[src/rtl/mem_arbiter_2to1.sv]
// mem_arbiter_2to1: two-port single-outstanding arbiter onto one shared memory port with response watchdog
module mem_arbiter_2to1 #(
    parameter int XLEN           = 32,
    parameter int ADDR_W         = 32,
    parameter int ROUND_ROBIN    = 1,
    parameter int TIMEOUT_CYCLES = 256
) (
    input  logic              i_clk,
    input  logic              i_reset,
    input  logic              i_p0_req_valid,
    input  logic              i_p0_req_we,
    input  logic [ADDR_W-1:0] i_p0_req_addr,
    input  logic [XLEN-1:0]   i_p0_req_wdata,
    input  logic [XLEN/8-1:0] i_p0_req_wstrb,
    output logic              o_p0_resp_valid,
    output logic [XLEN-1:0]   o_p0_resp_rdata,
    output logic              o_p0_resp_err,
    input  logic              i_p1_req_valid,
    input  logic              i_p1_req_we,
    input  logic [ADDR_W-1:0] i_p1_req_addr,
    input  logic [XLEN-1:0]   i_p1_req_wdata,
    input  logic [XLEN/8-1:0] i_p1_req_wstrb,
    output logic              o_p1_resp_valid,
    output logic [XLEN-1:0]   o_p1_resp_rdata,
    output logic              o_p1_resp_err,
    output logic              o_mem_req_valid,
    input  logic              i_mem_req_ready,
    output logic              o_mem_req_we,
    output logic [ADDR_W-1:0] o_mem_req_addr,
    output logic [XLEN-1:0]   o_mem_req_wdata,
    output logic [XLEN/8-1:0] o_mem_req_wstrb,
    input  logic              i_mem_resp_valid,
    input  logic [XLEN-1:0]   i_mem_resp_rdata,
    output logic              o_busy,
    output logic              o_spurious_resp,
    output logic              o_timeout
);
    localparam int CW = (TIMEOUT_CYCLES > 0) ? $clog2(TIMEOUT_CYCLES + 1) : 1;
    localparam logic [CW-1:0] TLAST = CW'((TIMEOUT_CYCLES > 0) ? TIMEOUT_CYCLES - 1 : 0);

    typedef enum logic [1:0] {IDLE, ISSUE, WAIT, RESP} state_t;

    state_t          state;
    logic            grant;
    logic            last_grant;
    logic [CW-1:0]   cnt;
    logic            pick;
    logic            fire;
    logic [XLEN-1:0] rd;

    always_comb begin
        pick = (i_p0_req_valid && i_p1_req_valid) ? ((ROUND_ROBIN != 0) ? ~last_grant : 1'b1) : i_p1_req_valid;
        fire = (TIMEOUT_CYCLES != 0) && (cnt == TLAST);
        rd   = i_mem_resp_valid ? i_mem_resp_rdata : '0;
    end

    always_ff @(posedge i_clk or posedge i_reset) begin
        if (i_reset) begin
            state           <= IDLE;
            grant           <= 1'b0;
            last_grant      <= 1'b1;
            cnt             <= '0;
            o_p0_resp_valid <= 1'b0;
            o_p0_resp_rdata <= '0;
            o_p0_resp_err   <= 1'b0;
            o_p1_resp_valid <= 1'b0;
            o_p1_resp_rdata <= '0;
            o_p1_resp_err   <= 1'b0;
            o_mem_req_valid <= 1'b0;
            o_mem_req_we    <= 1'b0;
            o_mem_req_addr  <= '0;
            o_mem_req_wdata <= '0;
            o_mem_req_wstrb <= '0;
            o_busy          <= 1'b0;
            o_spurious_resp <= 1'b0;
            o_timeout       <= 1'b0;
        end else begin
            // response outputs are nonzero only during the single RESP cycle
            o_p0_resp_valid <= 1'b0;
            o_p0_resp_rdata <= '0;
            o_p0_resp_err   <= 1'b0;
            o_p1_resp_valid <= 1'b0;
            o_p1_resp_rdata <= '0;
            o_p1_resp_err   <= 1'b0;
            if (i_mem_resp_valid && state != WAIT)
                o_spurious_resp <= 1'b1;
            case (state)
                IDLE: if (i_p0_req_valid || i_p1_req_valid) begin
                    grant           <= pick;
                    last_grant      <= pick;
                    o_mem_req_we    <= pick ? i_p1_req_we    : i_p0_req_we;
                    o_mem_req_addr  <= pick ? i_p1_req_addr  : i_p0_req_addr;
                    o_mem_req_wdata <= pick ? i_p1_req_wdata : i_p0_req_wdata;
                    o_mem_req_wstrb <= pick ? i_p1_req_wstrb : i_p0_req_wstrb;
                    o_mem_req_valid <= 1'b1;
                    o_busy          <= 1'b1;
                    state           <= ISSUE;
                end
                ISSUE: if (i_mem_req_ready) begin
                    o_mem_req_valid <= 1'b0;
                    cnt             <= '0;
                    state           <= WAIT;
                end
                WAIT: begin
                    if (cnt != '1)
                        cnt <= cnt + 1'b1;
                    // a response in the timeout cycle wins over the error
                    if (i_mem_resp_valid || fire) begin
                        o_p0_resp_valid <= ~grant;
                        o_p1_resp_valid <= grant;
                        o_p0_resp_rdata <= grant ? '0 : rd;
                        o_p1_resp_rdata <= grant ? rd : '0;
                        o_p0_resp_err   <= ~grant & ~i_mem_resp_valid;
                        o_p1_resp_err   <= grant & ~i_mem_resp_valid;
                        if (!i_mem_resp_valid)
                            o_timeout <= 1'b1;
                        state <= RESP;
                    end
                end
                RESP: begin
                    o_busy <= 1'b0;
                    state  <= IDLE;
                end
            endcase
        end
    end
endmodule

[config.mk]
export PLATFORM = sky130hd
export DESIGN_NAME = mem_arbiter_2to1
export DESIGN_NICKNAME = d
export VERILOG_FILES = /design/src/rtl/mem_arbiter_2to1.sv
export SDC_FILE = /design/constraint.sdc
export NUM_CORES = 1
export LEC_CHECK = 0
export CORE_MARGIN = 2
export CORE_UTILIZATION = 40
export CTS_CLUSTER_DIAMETER = 80
export DETAILED_ROUTE_END_ITERATION = 10
export PLACE_DENSITY_LB_ADDON = 0.15
export RECOVER_POWER = 25
export SYNTH_ARGS = -nofsm -noshare
export SYNTH_HDL_FRONTEND = slang
export SYNTH_SLANG_ARGS = --single-unit
export TNS_END_PERCENT = 100
[constraint.sdc]
create_clock -name i_clk -period 6.8 [get_ports i_clk]
set_input_delay 1.36 -clock i_clk [delete_from_list [all_inputs] [get_ports i_clk]]
set_output_delay 1.36 -clock i_clk [all_outputs]
set_load 0.02 [all_outputs]
==> metrics.cfg <==
[outcome]
status = finished, violations left
violations = max-capacitance violations, max-slew violations

[clock_tree]
post-cts-setup-buffers = 0
h-tree-depth = 4
cts_tree = yes
clock-root-buffer = clkbuf_16
cts.clk_slew.worst_paths_ns = 0.06
clkSinkCount = 154
worstSkewPairLatency_ns = 0.42
cts_buffers = 17
postCtsHoldBufs = 0
ctsResizeCount = 0
clk_path_buf_depth = 2

[grt]
met3_usage_pct = 8.42
grt_use_met2_pct = 39.2
grt_pass1_vias = 5283
grt_start_max_net_pins = 103
antenna_found_initial = 0
grt_pass1_wl_mm = 28.9
grt_usage_pct = 22.7
top_usage_layer = met2
grtUsageMet1_pct = 26.0
grt_remaining_overflow = 0

[yosys]
synth_compound_area_share_pct = 8.76
synth_edf_count = 0
ys.flop_type = dfrtp_1
yosys.area.top_type = dfrtp_1
synth.net_count = 762
postSynth.asyncResetShare_pct = 100
yosysSeqAreaShare_pct = 61.0
synth_area_leaders = dfrtp_1 (61%), mux2i_1 (11%), nand2_1 (6.4%), o21ai_0 (4.7%), nor2_1 (4.5%)
ys_types = 41
synthCells = 578
synth-adder-area-share_pct = 1.59
synth-xor-area-share_pct = 0.416
yosysTopAreaCellShare_pct = 60.6
synth_top_family_by_area = simple AND/OR/NAND/NOR gates
yosys_warnings = 0
yosys.area_share.simple_pct = 12.9
syn_area_per_cell_um2 = 10.9
synth.area.mux_share_pct = 11.4
syn_area_um2 = 6310
synth_seq_cells = 154

[detailed_routing]
drc = 0
drt_iter0_drc = 242
wire_per_inst_um = 17.3
drt_first_pass_iters = 4
vias_per_cell = 4.76
num_vias = 5262
ant_nets = 0
wirelength_mm = 19.1

[sta]
fmaxAchievable_mhz = 267
fin_tns_setup_ns = 0
timing.final.ws_setup_ns = 3.05
slew_headroom_pct = -4.12
clock_skew_ns = 0.0117
worst_pin_slew_ns = 1.56
post-route-period-util_pct = 55.2
fin_crit_ns = 3.75
hold_viol = 0
whs_ns = 0.460
timing.final.max_slew_violations = 35
rsz0062_at_grt = false
setup_viol = 0

[critical_path]
worst_ep_required_time_ns = 7.06
critPathKind = in2reg
end_kind = flop
reg2reg_depth = 4
r2r_setup_slack_ns = 4.32
path_max_fanout = 51
crit_start = i_p1_req_valid
worstReg2RegEnd = o_mem_req_addr[3]
worstPathArrival_ns = 4.01
crit_end = o_mem_req_addr[3]
start_kind = input pin
worstReg2RegStart = last_grant

[finish]
fin_nets = 1066
fin_cells = 1106
drive_above_1_share_pct = 4.80
area_growth_pct = 61.3
final_area_um2 = 10200
seq_area_um2 = 3850
multi_input_area_um2 = 2220
fillers = 1236
n_antenna_cell = 0
fin_util_pct = 66.5

[placed_design]
dp_cells = 1074
placed_cell_area_um2 = 9580
port_buffers = 316
gp_congestion = 0.831
dpl.hpwl_mm = 14.2
place_ws_ns = 2.67

[floorplan]
start_util_pct = 41.2
rows = 45
io_pins = 317
dieArea_um2 = 16800
dieWidth_um = 130
core_area_um2 = 15300
die_h_um = 130

[worst_hold_path]
hold_path.class = reg2reg

[power_and_ir_drop]
p_total_mw = 3.95
cellLeakagePower_nw = 4.55
power.density_nw_per_um2 = 388
ir_drop_mv = 0.190

[run]
drv_cap = 1

[cell families after synthesis]
group / after synthesis
AOI/OAI and AO/OA: 96
xor gates and xnor gates: 3
adders and majority gates: 8
buffers and inverters: 43
DFF: 154
muxes: 72
and+or+nand+nor: 202
[flip-flops by register name, indices dropped and copies added, names as in the netlist, 2 cells and up]
name / cells
cnt: 9
o_p0_resp_rdata: 32
state: 2
o_mem_req_wdata: 32
o_mem_req_addr: 32
o_mem_req_wstrb: 4
o_p1_resp_rdata: 32
[how the worst min path moves through the flow]
stage                         start              end  slack [ns]  cells after the start
finish              o_spurious_resp  o_spurious_resp        0.46                      1
global route        o_spurious_resp  o_spurious_resp        0.47                      1
CTS                 o_spurious_resp  o_spurious_resp        0.47                      1
global placement    o_spurious_resp  o_spurious_resp        0.44                      1
detailed placement  o_spurious_resp  o_spurious_resp        0.45                      1
floorplan                     grant    o_p0_resp_err        0.45                      1
[layout by cell type, fill, tap and decap left out, types with 2 or more instances in the layout]
cell,n
nand3_1,3
inv_8,3
dlygate4sd3_1,4
or3_1,3
nand4_1,2
nand2b_1,4
o21ai_0,59
clkdlybuf4s50_1,312
o21ai_1,12
dfrtp_1,153
ha_1,8
and3_1,2
a21o_1,4
mux2i_1,71
o221ai_1,2
inv_6,6
xor2_1,3
clkinv_4,3
nand2_1,107
buf_4,3
a21oi_1,7
bufinv_16,3
o2111ai_1,2
clkbuf_16,17
inv_1,7
nor2_1,75
[layout make-up]
class                      instances  share of cell area (%)
sequential                       154                    37.8
timing repair buffer             320                    31.3
multi-input combinational        381                    21.8
clock buffer                      17                    4.18
tap                              211                    2.59
clock inverter                    15                    1.98
inverter                           8                   0.344
[metal layers]
metal	vias to the layer above	part of all wire, %
li1	2534	-
met1	2508	37
met2	193	52
met3	27	9.0
met4	0	1.7
met5	-	0
[report_power, final]
group / total [mW] / switching (mW) / internal, mW
registers: 1.34 / 0.148 / 1.20
clock network: 1.00 / 0.410 / 0.592
logic: 1.61 / 0.882 / 0.723
total: 3.95 / 1.44 / 2.51
[critical path, stage by stage]
cell and delay (ns):
dlygate4sd3_1 0.65, a21boi_4 0.75, buf_4 0.80, mux2i_1 0.27, o21ai_0 0.10
[synthesized netlist by cell type, types with 2 or more instances]
cell and instances:
nor2_1 75, nand2b_1 4, a21o_1 4, xor2_1 3, o21ai_1 13, nand3_1 3, ha_1 8, and3_1 2
o221ai_1 2, buf_4 3, a21oi_1 7, buf_6 7, nand2_1 107, mux2i_1 71, dfrtp_1 153, buf_2 15
nand4_1 2, o21ai_0 59, clkbuf_1 9, or3_1 3, inv_1 8
Power figures use the tool's default switching activity.
==> edit 1 (config.mk and constraints unchanged) <==
Change the parameter `ADDR_W` from 32 to 64.
--- a/src/rtl/mem_arbiter_2to1.sv
+++ b/src/rtl/mem_arbiter_2to1.sv
@@ -2,5 +2,5 @@
 module mem_arbiter_2to1 #(
     parameter int XLEN           = 32,
-    parameter int ADDR_W         = 32,
+    parameter int ADDR_W         = 64,
     parameter int ROUND_ROBIN    = 1,
     parameter int TIMEOUT_CYCLES = 256
Ports: changed (resized i_p0_req_addr, i_p1_req_addr and o_mem_req_addr); port bits go from 317 to 413. The function was not compared with the original's and may differ.
==> edit 1 against the original RTL <==
  * Setup slack improved by 0.12 ns
  * Global-route usage is 0.59 points higher
  * Sequential cell count increased by 32
  * Synthesized area is 23% higher
  * Critical endpoint is now state[1]
  * The run still ends with capacitance limit, slew limit left
  * Routed wire length is 28% higher
  * Cell area rose by 24%
  * Maximum frequency rose by 3.3%
  * Power is 22% higher
==> edit 1: results (changes against the original RTL) <==
----------------------------------------------------
[Critical path]
  Setup slack on the worst flop-to-flop path ... 4.56 ns (+0.24 ns)
  Master of the slowest instance on the critical path ... clkbuf_1
  Maximum fanout along the worst path ... 35 (-31%)
  Critical R2R Capture ... o_mem_req_addr[38]
  Critical path destination ... state[1]
  Maximum single-stage delay on the critical path ... 1.17 ns (+0.37 ns)
  Depth of the most critical reg-to-reg path ... 6 (+2)
  Worst setup path start ... i_mem_resp_valid
  Reg2reg start ... state[0]

[Job]
  Number of max-capacitance violations reported ... 1 (unchanged)

[Placed design]
  Number of buffers inserted by port buffering ... 412 (+30%)
  Post-detail-place hpwl ... 17.95 mm (+27%)
  Total instance count after detailed placement ... 1,355 (+26%)

[Power]
  Internal portion of total power ... 2978 uW (+19%)
  Max IR drop VDD ... 0.2548 mV (+34%)
  Lkg Pwr ... 0.005594 uW (+23%)

[Global routing]
  Initial antenna violation count ... 1 (+1)
  Gr usage total ... 23.24% (+0.59 points)
  Largest net degree at the start of global routing ... 161 (+56%)

[Timing]
  Number of max-slew violations in the final report ... 36 (+2.9%)
  Worst relative slew slack ... -8.588% (-4.5 points)

[Detailed routing]
  Iter 0 DRT Violations ... 399 (+65%)
  Routed wl met2 ... 12.40 mm (+25%)
  Routed length on met1 ... 9.487 mm (+33%)
  Final routed wirelength across all metal layers ... 24.36 mm (+28%)
  Wire length on met3 ... 1.908 mm (+11%)

[Cells and area]
  Fraction of final layout cells sized beyond drive strength 1 ... 4.100% (-0.70 points)
  Fill cells ... 1,560 (+26%)

[Synth]
  Post-synth cell types ... 38 (-7.3%)
  Register area share after synthesis ... 59.86% (-1.2 points)
  Mapped Nets ... 964 (+27%)
  Synth Area per Inst ... 10.86 um^2 (-0.58%)
  Cell types with the largest area share after synthesis ... dfrtp_1 (60%), mux2i_1 (13%), nand2_1 (6.8%)

[CTS]
  Clock transition at the registers of the reported paths ... 0.08 ns (+0.02 ns)

[Run status]
  Status ... complete, but fails checks
  Violations in the final reports ... capacitance limit, slew limit

----------------------------------------------------
[edit 1: cell type report]
| class | instances | area share (%) |
|---|---|---|
| flip-flops and latches | 186 | 36.87 |
| repair buffers | 419 | 33.25 |
| multi-input cells | 477 | 22.30 |
| clock buffers | 18 | 3.478 |
| well taps | 265 | 2.626 |
| clock inverters | 14 | 1.179 |
| inverters | 8 | 0.2775 |
| diodes | 1 | 0.01982 |
[edit 1: worst min-delay path by stage]
stage | start | to | slack [ns] | depth (start not counted)
floorplan | grant | o_p0_resp_err | 0.45 | 1
global placement | o_spurious_resp | o_spurious_resp | 0.44 | 1
detailed placement | o_timeout | o_timeout | 0.45 | 1
CTS | o_timeout | o_timeout | 0.48 | 1
global route | o_timeout | o_timeout | 0.49 | 1
finish | o_timeout | o_timeout | 0.48 | 1
[edit 1: logic make-up (layout without fill, tap and decap cells)]
group / after synthesis / in the layout / synth area share, %
AO/OA/AOI/OAI: 128 / 128 / 9.074
adder cells (fa/ha/maj): 8 / 8 / 1.287
other: 0 / 1 / 0
XOR/XNOR: 3 / 3 / 0.3379
AND/OR/NAND/NOR: 234 / 234 / 11.90
flip-flops: 186 / 186 / 59.86
multiplexers: 104 / 104 / 13.40
buffers and inverters: 53 / 459 / 4.135
[edit 1: through the flow]
step	util, %	worst slack, ns	instance area [um^2]
floorplan	-	0.3846	7777
global placement	62.47	3.055	12040
detailed placement	62.47	3.055	12040
CTS	65.52	3.511	12630
global route	65.50	2.941	12620
finish	65.52	3.170	12630
[edit 1: power by group through the flow]
stage,Clock (uW),Combinational (uW),Sequential (uW)
2_1_floorplan,0,768,2090
3_3_place_gp,0,2180,1680
3_5_place_dp,0,2210,1690
4_1_cts,1010,2220,1670
5_1_grt,1060,2360,1720
6_report,977,2190,1670
[edit 1: layer usage]
metal	global-route usage [%]	vias to the layer above
met5	0	-
met4	7.688	0
met3	7.498	31
met2	39.82	231
met1	27.70	3100
li1	-	3191
==> edit 2 (same settings) <==
Made on the original files. Register the output `o_p0_resp_err` once more, cleared by the reset; this adds one clock of latency there. The other outputs are not delayed to match.
--- a/src/rtl/mem_arbiter_2to1.sv
+++ b/src/rtl/mem_arbiter_2to1.sv
@@ -41,4 +41,6 @@
     typedef enum logic [1:0] {IDLE, ISSUE, WAIT, RESP} state_t;
 
+    logic o_p0_resp_err_s0;
+
     state_t          state;
     logic            grant;
@@ -63,5 +65,5 @@
             o_p0_resp_valid <= 1'b0;
             o_p0_resp_rdata <= '0;
-            o_p0_resp_err   <= 1'b0;
+            o_p0_resp_err_s0 <= 1'b0;
             o_p1_resp_valid <= 1'b0;
             o_p1_resp_rdata <= '0;
@@ -79,5 +81,5 @@
             o_p0_resp_valid <= 1'b0;
             o_p0_resp_rdata <= '0;
-            o_p0_resp_err   <= 1'b0;
+            o_p0_resp_err_s0 <= 1'b0;
             o_p1_resp_valid <= 1'b0;
             o_p1_resp_rdata <= '0;
@@ -111,5 +113,5 @@
                         o_p0_resp_rdata <= grant ? '0 : rd;
                         o_p1_resp_rdata <= grant ? rd : '0;
-                        o_p0_resp_err   <= ~grant & ~i_mem_resp_valid;
+                        o_p0_resp_err_s0 <= ~grant & ~i_mem_resp_valid;
                         o_p1_resp_err   <= grant & ~i_mem_resp_valid;
                         if (!i_mem_resp_valid)
@@ -125,4 +127,12 @@
         end
     end
+    always_ff @(posedge i_clk or posedge i_reset) begin
+        if (i_reset) begin
+            o_p0_resp_err <= '0;
+        end else begin
+            o_p0_resp_err <= o_p0_resp_err_s0;
+        end
+    end
+
 endmodule
 
Function: same outputs for any inputs over 4 cycles, from zero or initial values and one cycle with i_reset high; that may be too few to reach the edited logic, so the function may still have changed.
==> edit 2 against the original RTL <==
  * Final cell count is 0.63% higher
  * Power is 2.4% lower
  * Synthesized area is 0.40% higher
  * Cell area is 0.18% lower
  * Synthesized cell count is 0.17% higher
  * Largest power group unchanged
  * Routed wire length is 1.4% lower
  * Setup slack worse by 0.81 ns
  * Critical path type is now in2async
  * Sequential cell count is 1 higher
  * Clock power is 11% lower
  * Sequential share of layout area is 0.32 points higher
  * The flow still finishes with violations (capacitance limit, slew limit)
  * Worst hold slack worse by 0.095 ns
==> edit 2: results (changes against the original RTL) <==
----------------------------------------------------
[Synth]
  Ranking of synthesized cells by instance count ... dfrtp_1 (154), nand2_1 (107), nor2_1 (75)
  Register area share after synthesis ... 61.20% (+0.15 points)
  Mapped Nets ... 763 (+0.13%)
  Cell types with the largest area share after synthesis ... dfrtp_1 (61%), mux2i_1 (11%), nand2_1 (6.3%)
  Synth Area per Inst ... 10.95 um^2 (+0.22%)

[Global routing]
  Largest net degree at the start of global routing ... 133 (+29%)
  Global-route wire length before repair ... 28.10 mm (-2.8%)
  Gr usage total ... 22.08% (-0.58 points)

[Detailed routing]
  WL/cell ... 16.91 um (-2.0%)
  TritonRoute pass-1 iters ... 5 (+1)
  Post-detailed-route via-to-cell ratio ... 4.659 (-2.1%)

[Cells and area]
  Fraction of final layout cells sized beyond drive strength 1 ... 5.128% (+0.32 points)
  Fill cells ... 1,289 (+4.3%)
  Layout area overhead ... 60.37%

[Timing]
  Number of max-slew violations in the final report ... 129 (+270%)
  Slew of the pin with the lowest slew margin ... 3.942 ns (+2.380 ns)
  Post-Route Skew ... 0.008659 ns (-0.003020 ns)

[Power]
  Max IR drop VDD ... 0.2271 mV (+19%)
  Lkg Pwr ... 0.004535 uW (-0.44%)

[Worst hold path]
  Hold path startpoint ... o_p0_resp_err_s0
  Terminating pin of the worst hold path ... o_p0_resp_err

[Critical path]
  Setup slack on the worst flop-to-flop path ... 4.37 ns (+0.05 ns)
  Critical R2R Capture ... o_mem_req_addr[20]
  Depth of the most critical reg-to-reg path ... 4 (unchanged)
  Maximum fanout along the worst path ... 92 (+80%)

[Run status]
  Status ... complete, but fails checks
  Violations in the final reports ... capacitance limit, slew limit

[Placed design]
  Final Wtd Congestion ... 0.8198 (-1.3%)

[Job]
  Number of max-capacitance violations reported ... 2 (+1)

----------------------------------------------------
==> edit 2: changes by cell type after synthesis, sizes merged <==
cell	change
dfrtp	+1
==> edit 2: cells by family (layout without fill, tap and decap cells) <==
group                      count (synthesis)  after routing  share of synthesized area [%]
adders and majority gates                  8              8                          1.579
buffers and inverters                     43            361                          3.868
and+or+nand+nor                          202            202                          12.83
AOI/OAI and AO/OA                         96             96                          8.723
xor gates and xnor gates                   3              3                         0.4145
DFF                                      155            155                          61.20
muxes                                     72             72                          11.39
==> edit 2: area by class of cell <==
type / count / area [um^2] / share of cell area (%)
Inverter: 8 / 31.28 / 0.3077
Multi-Input combinational cell: 381 / 2237 / 22.00
Clock inverter: 15 / 126.4 / 1.243
Tap cell: 216 / 270.3 / 2.658
Clock buffer: 17 / 425.4 / 4.184
Sequential cell: 155 / 3880 / 38.16
Timing Repair Buffer: 321 / 3197 / 31.44
==> edit 2: per-layer routing <==
layer | global-route usage, % | part of all wire [%] | up-vias
li1 | - | - | 2533
met3 | 8.241 | 8.1 | 23
met2 | 38.47 | 51 | 185
met5 | 0 | 0 | -
met4 | 7.400 | 2.2 | 0
met1 | 25.09 | 38 | 2444
==> edit 2: how the worst max path moves through the flow <==
| stage | start | to | slack, ns | cells past startpoint |
|---|---|---|---|---|
| finish | i_reset | cnt[2] | 2.24 | 3 |
| global route | i_reset | cnt[8] | 1.56 | 3 |
| CTS | i_p1_req_valid | o_mem_req_addr[20] | 3.21 | 5 |
| detailed placement | i_p1_req_valid | o_mem_req_addr[20] | 2.76 | 5 |
| global placement | i_p1_req_valid | o_mem_req_wdata[23] | 2.83 | 5 |
| floorplan | i_reset | cnt[0] | 1.26 | 1 |
==> edit 2: power breakdown <==
group	switching (uW)	total, uW	internal (uW)
clock network	406	886	479
registers	143	1350	1200
logic	899	1630	728
total	1450	3860	2410
==> edit 2: worst max-delay path, stage by stage <==
cell             delay, ns
clkdlybuf4s50_1       0.41
clkinvlp_2            2.20
buf_4                 0.94
==> edit 2: metrics by stage <==
stage / total power (uW) / utilization (%) / instance area (um^2) / worst slack (ns) / hold WS (ns)
6_report: 3858 / 64.71 / 10170 / 2.236 / 0.3649
2_1_floorplan: 2233 / - / 6340 / 1.264 / 0.3312
4_1_cts: 3900 / 64.76 / 10170 / 3.207 / 0.3647
3_3_place_gp: 2954 / 61.24 / 9623 / 2.832 / 0.3331
5_1_grt: 4100 / 64.71 / 10170 / 1.562 / 0.3768
3_5_place_dp: 3009 / 61.24 / 9623 / 2.763 / 0.3448
